[src/rtl/rf_ctrl_pkg.sv]
// Shared constants for the register-file save/restore controller.
package rf_ctrl_pkg;

  localparam int unsigned DATA_W_DEF = 16;
  localparam int unsigned ADDR_W_DEF = 3;
  localparam int unsigned NUM_REGS   = 2 ** ADDR_W_DEF;

  // Controller state encoding
  typedef logic [1:0] state_t;
  localparam state_t ST_IDLE    = 2'd0;
  localparam state_t ST_SAVE    = 2'd1;
  localparam state_t ST_RESTORE = 2'd2;
  localparam state_t ST_DONE    = 2'd3;

endpackage

[src/rtl/rf_shadow.sv]
// Shadow copy of the register file: one sync write port, one comb read port,
// plus the flag marking that the copy holds a completed save.
module rf_shadow
  import rf_ctrl_pkg::*;
#(
  parameter int unsigned DATA_W = DATA_W_DEF,
  parameter int unsigned ADDR_W = ADDR_W_DEF
) (
  input  logic              clk,
  input  logic              rst_n,
  input  logic              we,
  input  logic [ADDR_W-1:0] waddr,
  input  logic [DATA_W-1:0] wdata,
  input  logic [ADDR_W-1:0] raddr,
  output logic [DATA_W-1:0] rdata,
  input  logic              valid_set,
  input  logic              valid_clr,
  output logic              valid
);

  localparam int unsigned NREGS = 2 ** ADDR_W;

  logic [DATA_W-1:0] mem [NREGS];

  // Storage carries no reset; contents are meaningless until valid is set
  always_ff @(posedge clk) begin
    if (we) mem[waddr] <= wdata;
  end

  assign rdata = mem[raddr];

  always_ff @(posedge clk or negedge rst_n) begin
    if (!rst_n)         valid <= 1'b0;
    else if (valid_clr) valid <= 1'b0;
    else if (valid_set) valid <= 1'b1;
  end

endmodule

[src/rtl/rf_save_ctrl.sv]
// Save/restore sequencer owning the register file write port and read-1
// select; passes the core's accesses through while idle.
module rf_save_ctrl
  import rf_ctrl_pkg::*;
#(
  parameter int unsigned DATA_W = DATA_W_DEF,
  parameter int unsigned ADDR_W = ADDR_W_DEF
) (
  input  logic              clk,
  input  logic              rst_n,
  input  logic              save_req,
  input  logic              restore_req,
  input  logic [ADDR_W-1:0] cpu_read1regsel,
  input  logic [ADDR_W-1:0] cpu_writeregsel,
  input  logic [DATA_W-1:0] cpu_writedata,
  input  logic              cpu_write,
  input  logic [DATA_W-1:0] rf_read1data,
  output logic [ADDR_W-1:0] rf_read1regsel,
  output logic [ADDR_W-1:0] rf_writeregsel,
  output logic [DATA_W-1:0] rf_writedata,
  output logic              rf_write,
  output logic              busy,
  output logic              done,
  output logic              err,
  output logic              shadow_valid
);

  state_t            state, state_nxt;
  logic [ADDR_W-1:0] cnt, cnt_nxt;
  logic              err_nxt;
  logic              cnt_last;
  logic              save_start;
  logic              save_end;
  logic [DATA_W-1:0] shadow_rdata;

  assign cnt_last   = &cnt;
  assign busy       = (state == ST_SAVE) || (state == ST_RESTORE);
  assign done       = (state == ST_DONE);
  assign save_start = (state == ST_IDLE) && save_req;
  assign save_end   = (state == ST_SAVE) && cnt_last;

  // Next state, counter and error condition
  always_comb begin
    state_nxt = state;
    cnt_nxt   = '0;
    err_nxt   = 1'b0;
    case (state)
      ST_IDLE: begin
        if (save_req) begin
          state_nxt = ST_SAVE;
        end else if (restore_req) begin
          if (shadow_valid) state_nxt = ST_RESTORE;
          else              err_nxt   = 1'b1;
        end
      end
      ST_SAVE, ST_RESTORE: begin
        cnt_nxt = cnt + ADDR_W'(1);
        err_nxt = cpu_write;
        if (cnt_last) state_nxt = ST_DONE;
      end
      ST_DONE: state_nxt = ST_IDLE;
      default: state_nxt = ST_IDLE;
    endcase
  end

  always_ff @(posedge clk or negedge rst_n) begin
    if (!rst_n) begin
      state <= ST_IDLE;
      cnt   <= '0;
      err   <= 1'b0;
    end else begin
      state <= state_nxt;
      cnt   <= cnt_nxt;
      err   <= err_nxt;
    end
  end

  // Register-file port muxing; core writes are dropped while busy
  always_comb begin
    rf_read1regsel = cpu_read1regsel;
    rf_writeregsel = cpu_writeregsel;
    rf_writedata   = cpu_writedata;
    rf_write       = cpu_write;
    case (state)
      ST_SAVE: begin
        rf_read1regsel = cnt;
        rf_write       = 1'b0;
      end
      ST_RESTORE: begin
        rf_writeregsel = cnt;
        rf_writedata   = shadow_rdata;
        rf_write       = 1'b1;
      end
      default: ;
    endcase
  end

  // A save in progress invalidates the previous copy until it completes
  rf_shadow #(
    .DATA_W (DATA_W),
    .ADDR_W (ADDR_W)
  ) u_shadow (
    .clk       (clk),
    .rst_n     (rst_n),
    .we        (state == ST_SAVE),
    .waddr     (cnt),
    .wdata     (rf_read1data),
    .raddr     (cnt),
    .rdata     (shadow_rdata),
    .valid_set (save_end),
    .valid_clr (save_start),
    .valid     (shadow_valid)
  );

endmodule

[config.mk]
export PLATFORM = sky130hd
export DESIGN_NAME = rf_save_ctrl
export DESIGN_NICKNAME = d
export VERILOG_FILES = /design/src/rtl/rf_ctrl_pkg.sv /design/src/rtl/rf_shadow.sv /design/src/rtl/rf_save_ctrl.sv
export SDC_FILE = /design/constraint.sdc
export NUM_CORES = 1
export LEC_CHECK = 0
export BUFFER_PORTS_ARGS = -buffer_cell sky130_fd_sc_hd__buf_2
export CAP_MARGIN = 30
export CORE_UTILIZATION = 46
export DETAILED_ROUTE_END_ITERATION = 10
export GPL_ROUTABILITY_DRIVEN = 0
export PLACE_DENSITY = 0.66
export SLEW_MARGIN = 40
export SYNTH_ARGS = -nofsm -noshare
export SYNTH_HDL_FRONTEND = slang
export SYNTH_SLANG_ARGS = --single-unit
[constraint.sdc]
create_clock -name clk -period 3.66 [get_ports clk]
set_input_delay 0.366 -clock clk [delete_from_list [all_inputs] [get_ports clk]]
set_output_delay 0.366 -clock clk [all_outputs]
set_load 0.03 [all_outputs]
==> results of run 1 <==
## registers in the layout, indices dropped and copies added (netlist names)
register and flops:
cnt 3, err 1, state 2, u_shadow.mem 128
u_shadow.valid 1
## placed cells by master, fill, tap and decap left out, drive strengths merged, types with 2 or more instances in the layout
cell type and instances:
o22a 32, nand2 4, o21ai 3, nor3 2, clkbuf 18, ha 7, nand2b 6, mux2i 64
buf 82, nor2 23, bufinv 2, a21oi 3, and2 2, a31oi 16, dfrtp 7, inv 6
clkinv 8, clkinvlp 4, mux2 8, edfxtp 128
## metrics by stage
| stage | power [mW] | cell area [um^2] | utilization (%) |
|---|---|---|---|
| detailed placement | 3.765 | 6111 | 52.62 |
| CTS | 5.358 | 6685 | 57.56 |
| finish | 5.312 | 6690 | 57.61 |
| global placement | 3.725 | 6091 | 52.45 |
| floorplan | 3.344 | 5590 | - |
| global route | 5.568 | 6690 | 57.61 |
## metal layers
layer	global-route usage (%)	wire [um]	share of wire, %	vias to the layer above
li1	-	-	-	1477
met1	22.25	4582	43	1510
met2	31.55	5572	52	66
met3	5.292	424	4.0	8
met4	4.533	78	0.73	0
met5	0	0	0	-
## layout make-up
| class | count | area, um^2 | share of cell area (%) |
|---|---|---|---|
| flip-flops and latches | 135 | 4023 | 60.13 |
| clock buffers | 18 | 429.2 | 6.415 |
| well taps | 143 | 178.9 | 2.674 |
| repair buffers | 83 | 465.4 | 6.957 |
| inverters | 6 | 22.52 | 0.3366 |
| multi-input cells | 174 | 1436 | 21.47 |
| clock inverters | 14 | 135.1 | 2.020 |
## logic make-up after synthesis
family	Yosys count
fa+ha+maj	7
mux	72
buf+inv	26
flops	135
simple gates	40
compound gates	55
## cells in the mapped netlist, types with 2 or more instances
library cell  count  area, um^2
buf_4             7       52.55
nand2_1           4       15.01
mux2i_1          64       640.6
buf_2             3       15.01
a21oi_1           3       15.01
nor2_1           23       86.33
edfxtp_1        128        3844
mux2_2            8       90.09
and2_1            2       12.51
dfrtp_1           7       175.2
o22a_1           32       280.3
a31oi_1          16       100.1
buf_6             3       33.78
clkbuf_1          7       26.28
nand2b_1          6       37.54
inv_1             6       22.52
ha_1              7       87.58
nor3_1            2       10.01
o21ai_0           3       15.01
## what timing repair did
item	4_1_cts	5_1_grt
buffers inserted	0	0
hold buffers	1	0
hold endpoints to repair	7	0
## final timing paths
path / to / slack (ns) / cells after the start
max in group asynchronous: cnt[0] / 3.17 / 2
worst max register to register: u_shadow.mem[4][1] / 1.30 / 4
worst min register to register: u_shadow.valid / 0.60 / 2
min in group asynchronous: cnt[1] / 0.32 / 2
worst max-delay path: rf_writedata[4] / 0.97 / 4
worst min-delay path: u_shadow.valid / 0.18 / 2
## critical path, stage by stage, from the launching register on
cell     delay (ns)
dfrtp_1        0.57
nand2_1        0.55
o22a_1         0.40
a31oi_1        0.17
buf_2          0.22
## report_power, final
part | switching, mW | total, mW | internal (mW) | leakage (nW)
clock | 0.595 | 1.59 | 0.992 | 0.267
combinational | 1.04 | 1.72 | 0.680 | 0.919
sequential | 0.133 | 2.00 | 1.87 | 1.25
total | 1.77 | 5.31 | 3.54 | 2.43
==> reports/metrics.yaml, run 1 <==
clocking:
  ctsResizeCount: 0
  htree_levels: 4
  root_buffer: "clkbuf_16"
  clock-sinks: 135
  cts_inserted_buffers: 17
  clock_latency_ns: 0.40
  cts_tree: "done"
  clkTransAtPathRegs_ns: 0.06
  clockBufferDepth: 2
yosys:
  synthesis.area_um2: 5590
  synth_top_family_by_area: "multiplexers"
  syn_avg_cell_area_um2: 16.69
  async_flop_share_pct: 5.185
  synth_xor_area_share_pct: 0
  synth_cell_types: 23
  yosys_most_used_dff: "edfxtp_1"
  syn_nets: 385
  synthMuxAreaShare_pct: 13.07
  synth-seq-area-share_pct: 71.89
  synthAdderAreaFrac_pct: 1.567
  synth_compound_area_share_pct: 7.498
  synth_warnings: 0
  synth_edf_count: 128
  synth_cells: 335
  synthSimpleGateAreaFrac_pct: 3.290
  synth.ff_latch_count: 135
global_routing:
  grt_max_degree: 36
  grt_pass1_vias: 3010
  grt_pass1_wl_um: 16590
  antenna_found_initial: 0
  grt-ovfl-total: 0
  grt_usage_pct: 18.12
run_status:
  outcome: "finished with violations"
  violations: "DRC"
critical_path:
  worst_setup_path_end_kind: "output port"
  critPathRequiredTime_ns: 3.29
  critPathKind: "reg2out"
  critPathLaunch: "cnt[2]"
  arrival_ns: 2.33
  crit_fanout: 16
  reg2reg_from: "cnt[0]"
  startpoint_type: "flip-flop"
timing:
  post-route-min-period_ns: 2.695
  layout_setup_ws_ns: 0.9651
  fmax_mhz: 371.1
  fin_crit_sh_pct: 73.63
  final.setup_skew_ns: 0.008315
  setup_tns_ns: 0
  worst_pin_slew_ns: 0.7766
  rsz0062_at_grt: "no"
  whs_ns: 0.1844
  setup_viol: 0
  finalHoldViolCount: 0
  relSlewSlack_pct: 48.23
  report.final.slew_viol_count: 0
route:
  drt_pass1_iterations: 7
  viasPerCell: 5.342
  drtIter0Drc: 93
  drc: 3
  wl_um: 10660
  wire_per_inst_um: 18.60
  final_antenna_net_count: 0
  via_count: 3061
final_layout:
  diodes: 0
  area_growth_pct: 19.67
  stdcell_count: 573
  layout-drive-gt1-share_pct: 28.84
  nNetsFinal: 467
  fill_cells: 928
placed_design:
  pre_cts_slack_ns: 1.258
  dp.cells: 540
  dp_hpwl_um: 6446
  port_buffers: 69
job:
  cap_violations: 0
hold_path:
  min_path_type: "in2reg"
  hp-start: "save_req"
floorplanning:
  ios: 70
  die_x_um: 112.2
  rows: 39
  coreArea_um2: 11610
  die-area_um2: 12600
  fp.dieH_um: 112.2
  start_util_pct: 48.14
power_and_ir_drop:
  p_per_area_nw_per_um2: 794.0
  ir_drop_uv: 315.3
  power.leakage_nw: 2.431
No activity file was read; power rests on OpenSTA's default activity.
==> run 2, diff against run 1 <==
--- a/config.mk
+++ b/config.mk
@@ -10,7 +10,7 @@
 export CORE_UTILIZATION = 46
 export DETAILED_ROUTE_END_ITERATION = 10
 export GPL_ROUTABILITY_DRIVEN = 0
-export PLACE_DENSITY = 0.66
+export PLACE_DENSITY = 0.68
 export SLEW_MARGIN = 40
 export SYNTH_ARGS = -nofsm -noshare
 export SYNTH_HDL_FRONTEND = slang
==> constraint.sdc (replaced) <==
create_clock -name clk -period 2.2 [get_ports clk]
set_input_delay 0.22 -clock clk [delete_from_list [all_inputs] [get_ports clk]]
set_output_delay 0.22 -clock clk [all_outputs]
set_load 0.03 [all_outputs]
==> run 2 against run 1 <==
  * The flow still finishes with violations (DRC)
  * Combinational power rose by 90%
  * Via count rose by 3.5%
  * Critical path type unchanged
  * Routed wire length rose by 4.0%
  * Critical endpoint is now rf_writedata[2]
  * Clock power rose by 68%
  * Sequential cell count did not move
==> reports/metrics.yaml, run 2 (synthesis gave the netlist of run 1 again) <==
run_status:
  outcome: "finished with violations"  # unchanged
  violations: "DRC"  # unchanged
placed_design:
  dp_hpwl_um: 6788  # was 6446 um
  pre_cts_slack_ns: 0.3217  # was 1.258 ns
  port_buffers: 69  # unchanged
  place_area_um2: 6211  # was 6111 um^2
final_layout:
  layout_commonest_cell: "edfxtp_1"  # unchanged
  area_growth_pct: 23.14  # was 19.67%
  layout-drive-gt1-share_pct: 32.13  # was 28.84%
  post-route-util_pct: 59.28  # was 57.61%
  reg.largest.list: "u_shadow.mem: 128 flops, cnt: 3 flops, state: 2 flops"  # unchanged
  layout_common_cells: "edfxtp_1, mux2i_1, buf_2"  # was edfxtp_1, buf_2, mux2i_1
  largest_register: "u_shadow.mem"  # unchanged
  diodes: 0  # unchanged
  largest_reg_flops: 128  # unchanged
  design_area_um2: 6884  # was 6690 um^2
  nNetsFinal: 482  # was 467
clocking:
  htree_levels: 4  # unchanged
  clkTransAtPathRegs_ns: 0.06  # about the same
  clockBufferDepth: 2  # unchanged
  cts_inserted_buffers: 17  # unchanged
  clock-sinks: 135  # unchanged
  cts_tree: "done"  # unchanged
  root_buffer: "clkbuf_16"  # unchanged
  clock_latency_ns: 0.41  # was 0.40 ns
global_routing:
  grt_usage_pct: 18.51  # was 18.12%
  antenna_found_initial: 0  # unchanged
  grt-ovfl-total: 0  # unchanged
  grt_max_degree: 22  # was 36
  grt_pass1_wl_um: 17060  # was 16,590 um
  grt_pass1_vias: 3216  # was 3,010
critical_path:
  rr_worst_depth: 6  # was 4
  cp_top_family: "flip-flops"  # was compound AO/OA/AOI/OAI gates
  path_buf_inv: 2  # was 1
  reg2reg_slack_ns: 0.35  # was 1.30 ns
  endpoint: "rf_writedata[2]"  # was rf_writedata[4]
  worst_path_largest_cell_delay_ns: 0.56  # was 0.57 ns
  startpoint_type: "flip-flop"  # unchanged
  critPathRequiredTime_ns: 1.98  # was 3.29 ns
  arrival_ns: 1.91  # was 2.33 ns
  crit_fanout: 20  # was 16
  slowest_stage: "dfrtp_4"  # was dfrtp_1
  r2r-end: "state[0]"  # was u_shadow.mem[4][1]
  critPathKind: "reg2out"  # unchanged
  path_depth: 5  # was 4
  worst_setup_path_end_kind: "output port"  # unchanged
  critPathLaunch: "cnt[0]"  # was cnt[2]
  reg2reg_from: "cnt[0]"  # unchanged
  crit_chain: "buf_12 > mux2i_1 > o22a_1 > a31oi_2 > buf_6"  # was nand2_1 > o22a_1 > a31oi_1 > buf_2
timing:
  setup_viol: 0  # unchanged
  layout_setup_ws_ns: 0.06650  # was 0.9651 ns
  post-route-min-period_ns: 2.133
  final.setup_skew_ns: 0.01176  # was 0.008315 ns
  finalHoldViolCount: 0  # unchanged
  fin_crit_sh_pct: 96.98
  worst_pin_slew_ns: 0.3015  # was 0.7766 ns
  relSlewSlack_pct: 79.62  # was 48.23%
  fmax_mhz: 468.7
  report.final.slew_viol_count: 0  # unchanged
  setup_tns_ns: 0  # unchanged
hold_path:
  min_path_type: "in2reg"  # unchanged
route:
  wl_um: 11090  # was 10,660 um
  drt_pass1_iterations: 7  # unchanged
  drc: 2  # was 3
  final_antenna_net_count: 0  # unchanged
  viasPerCell: 5.388  # was 5.342
  wire_per_inst_um: 18.86  # was 18.60 um
  drtIter0Drc: 156  # was 93
  via_count: 3168  # was 3,061
floorplanning:
  die-area_um2: 12600  # unchanged
  ios: 70  # unchanged
  die_x_um: 112.2  # unchanged
  fp.dieH_um: 112.2  # unchanged
  coreArea_um2: 11610  # unchanged
  start_util_pct: 48.14  # unchanged
  rows: 39  # unchanged
power_and_ir_drop:
  power.leakage_nw: 2.525  # was 2.431 nW
  p_per_area_nw_per_um2: 1333  # was 794.0 nW/um^2
  p_total_mw: 9.179  # was 5.312 mW
  ir_drop_uv: 577.3  # was 315.3 uV
job:
  cap_violations: 0  # unchanged
[run 2: report_power, final]
group	leakage, nW	internal (mW)	switching (mW)
logic	1.02	1.37	1.91
clock network	0.266	1.58	1.09
registers	1.24	3.12	0.121
total	2.52	6.06	3.12
[run 2: repair_timing]
item	4_1_cts	5_1_grt
hold buffers	1	0
setup endpoints to repair	13	19
gates resized for setup	5	13
pin swaps	0	1
endpoints found under the hold margin	7	0
setup buffers	4	1
[run 2: area by class of cell]
cell class | count | area [um^2]
Clock buffer | 17 | 425.4
Clock inverter | 15 | 142.6
Fill cell | 891 | 4730
Inverter | 6 | 22.52
Multi-Input combinational cell | 174 | 1451
Sequential cell | 135 | 4024
Tap cell | 143 | 178.9
Timing Repair Buffer | 98 | 639.4
[run 2: worst min-delay path by stage]
stage	endpoint	depth (start not counted)	startpoint
finish	u_shadow.valid	2	save_req
global route	u_shadow.valid	2	save_req
CTS	u_shadow.valid	2	save_req
floorplan	cnt[0]	0	rst_n
global placement	state[0]	1	rst_n
detailed placement	state[0]	1	rst_n
[run 2: stage by stage]
step | instances | hold slack, ns
2_1_floorplan | 335 | -0.07559
3_3_place_gp | 550 | 0.06131
3_5_place_dp | 550 | 0.06384
4_1_cts | 587 | 0.01506
5_1_grt | 588 | 0.02994
6_report | 588 | 0.03080
[run 2: metal layers]
layer | global-route usage [%] | share of wire, % | vias to the layer above
met1 | 22.50 | 43 | 1584
met4 | 6.933 | 1.8 | 0
li1 | - | - | 1511
met3 | 4.266 | 2.3 | 17
met2 | 32.30 | 53 | 56
met5 | 0 | 0 | -
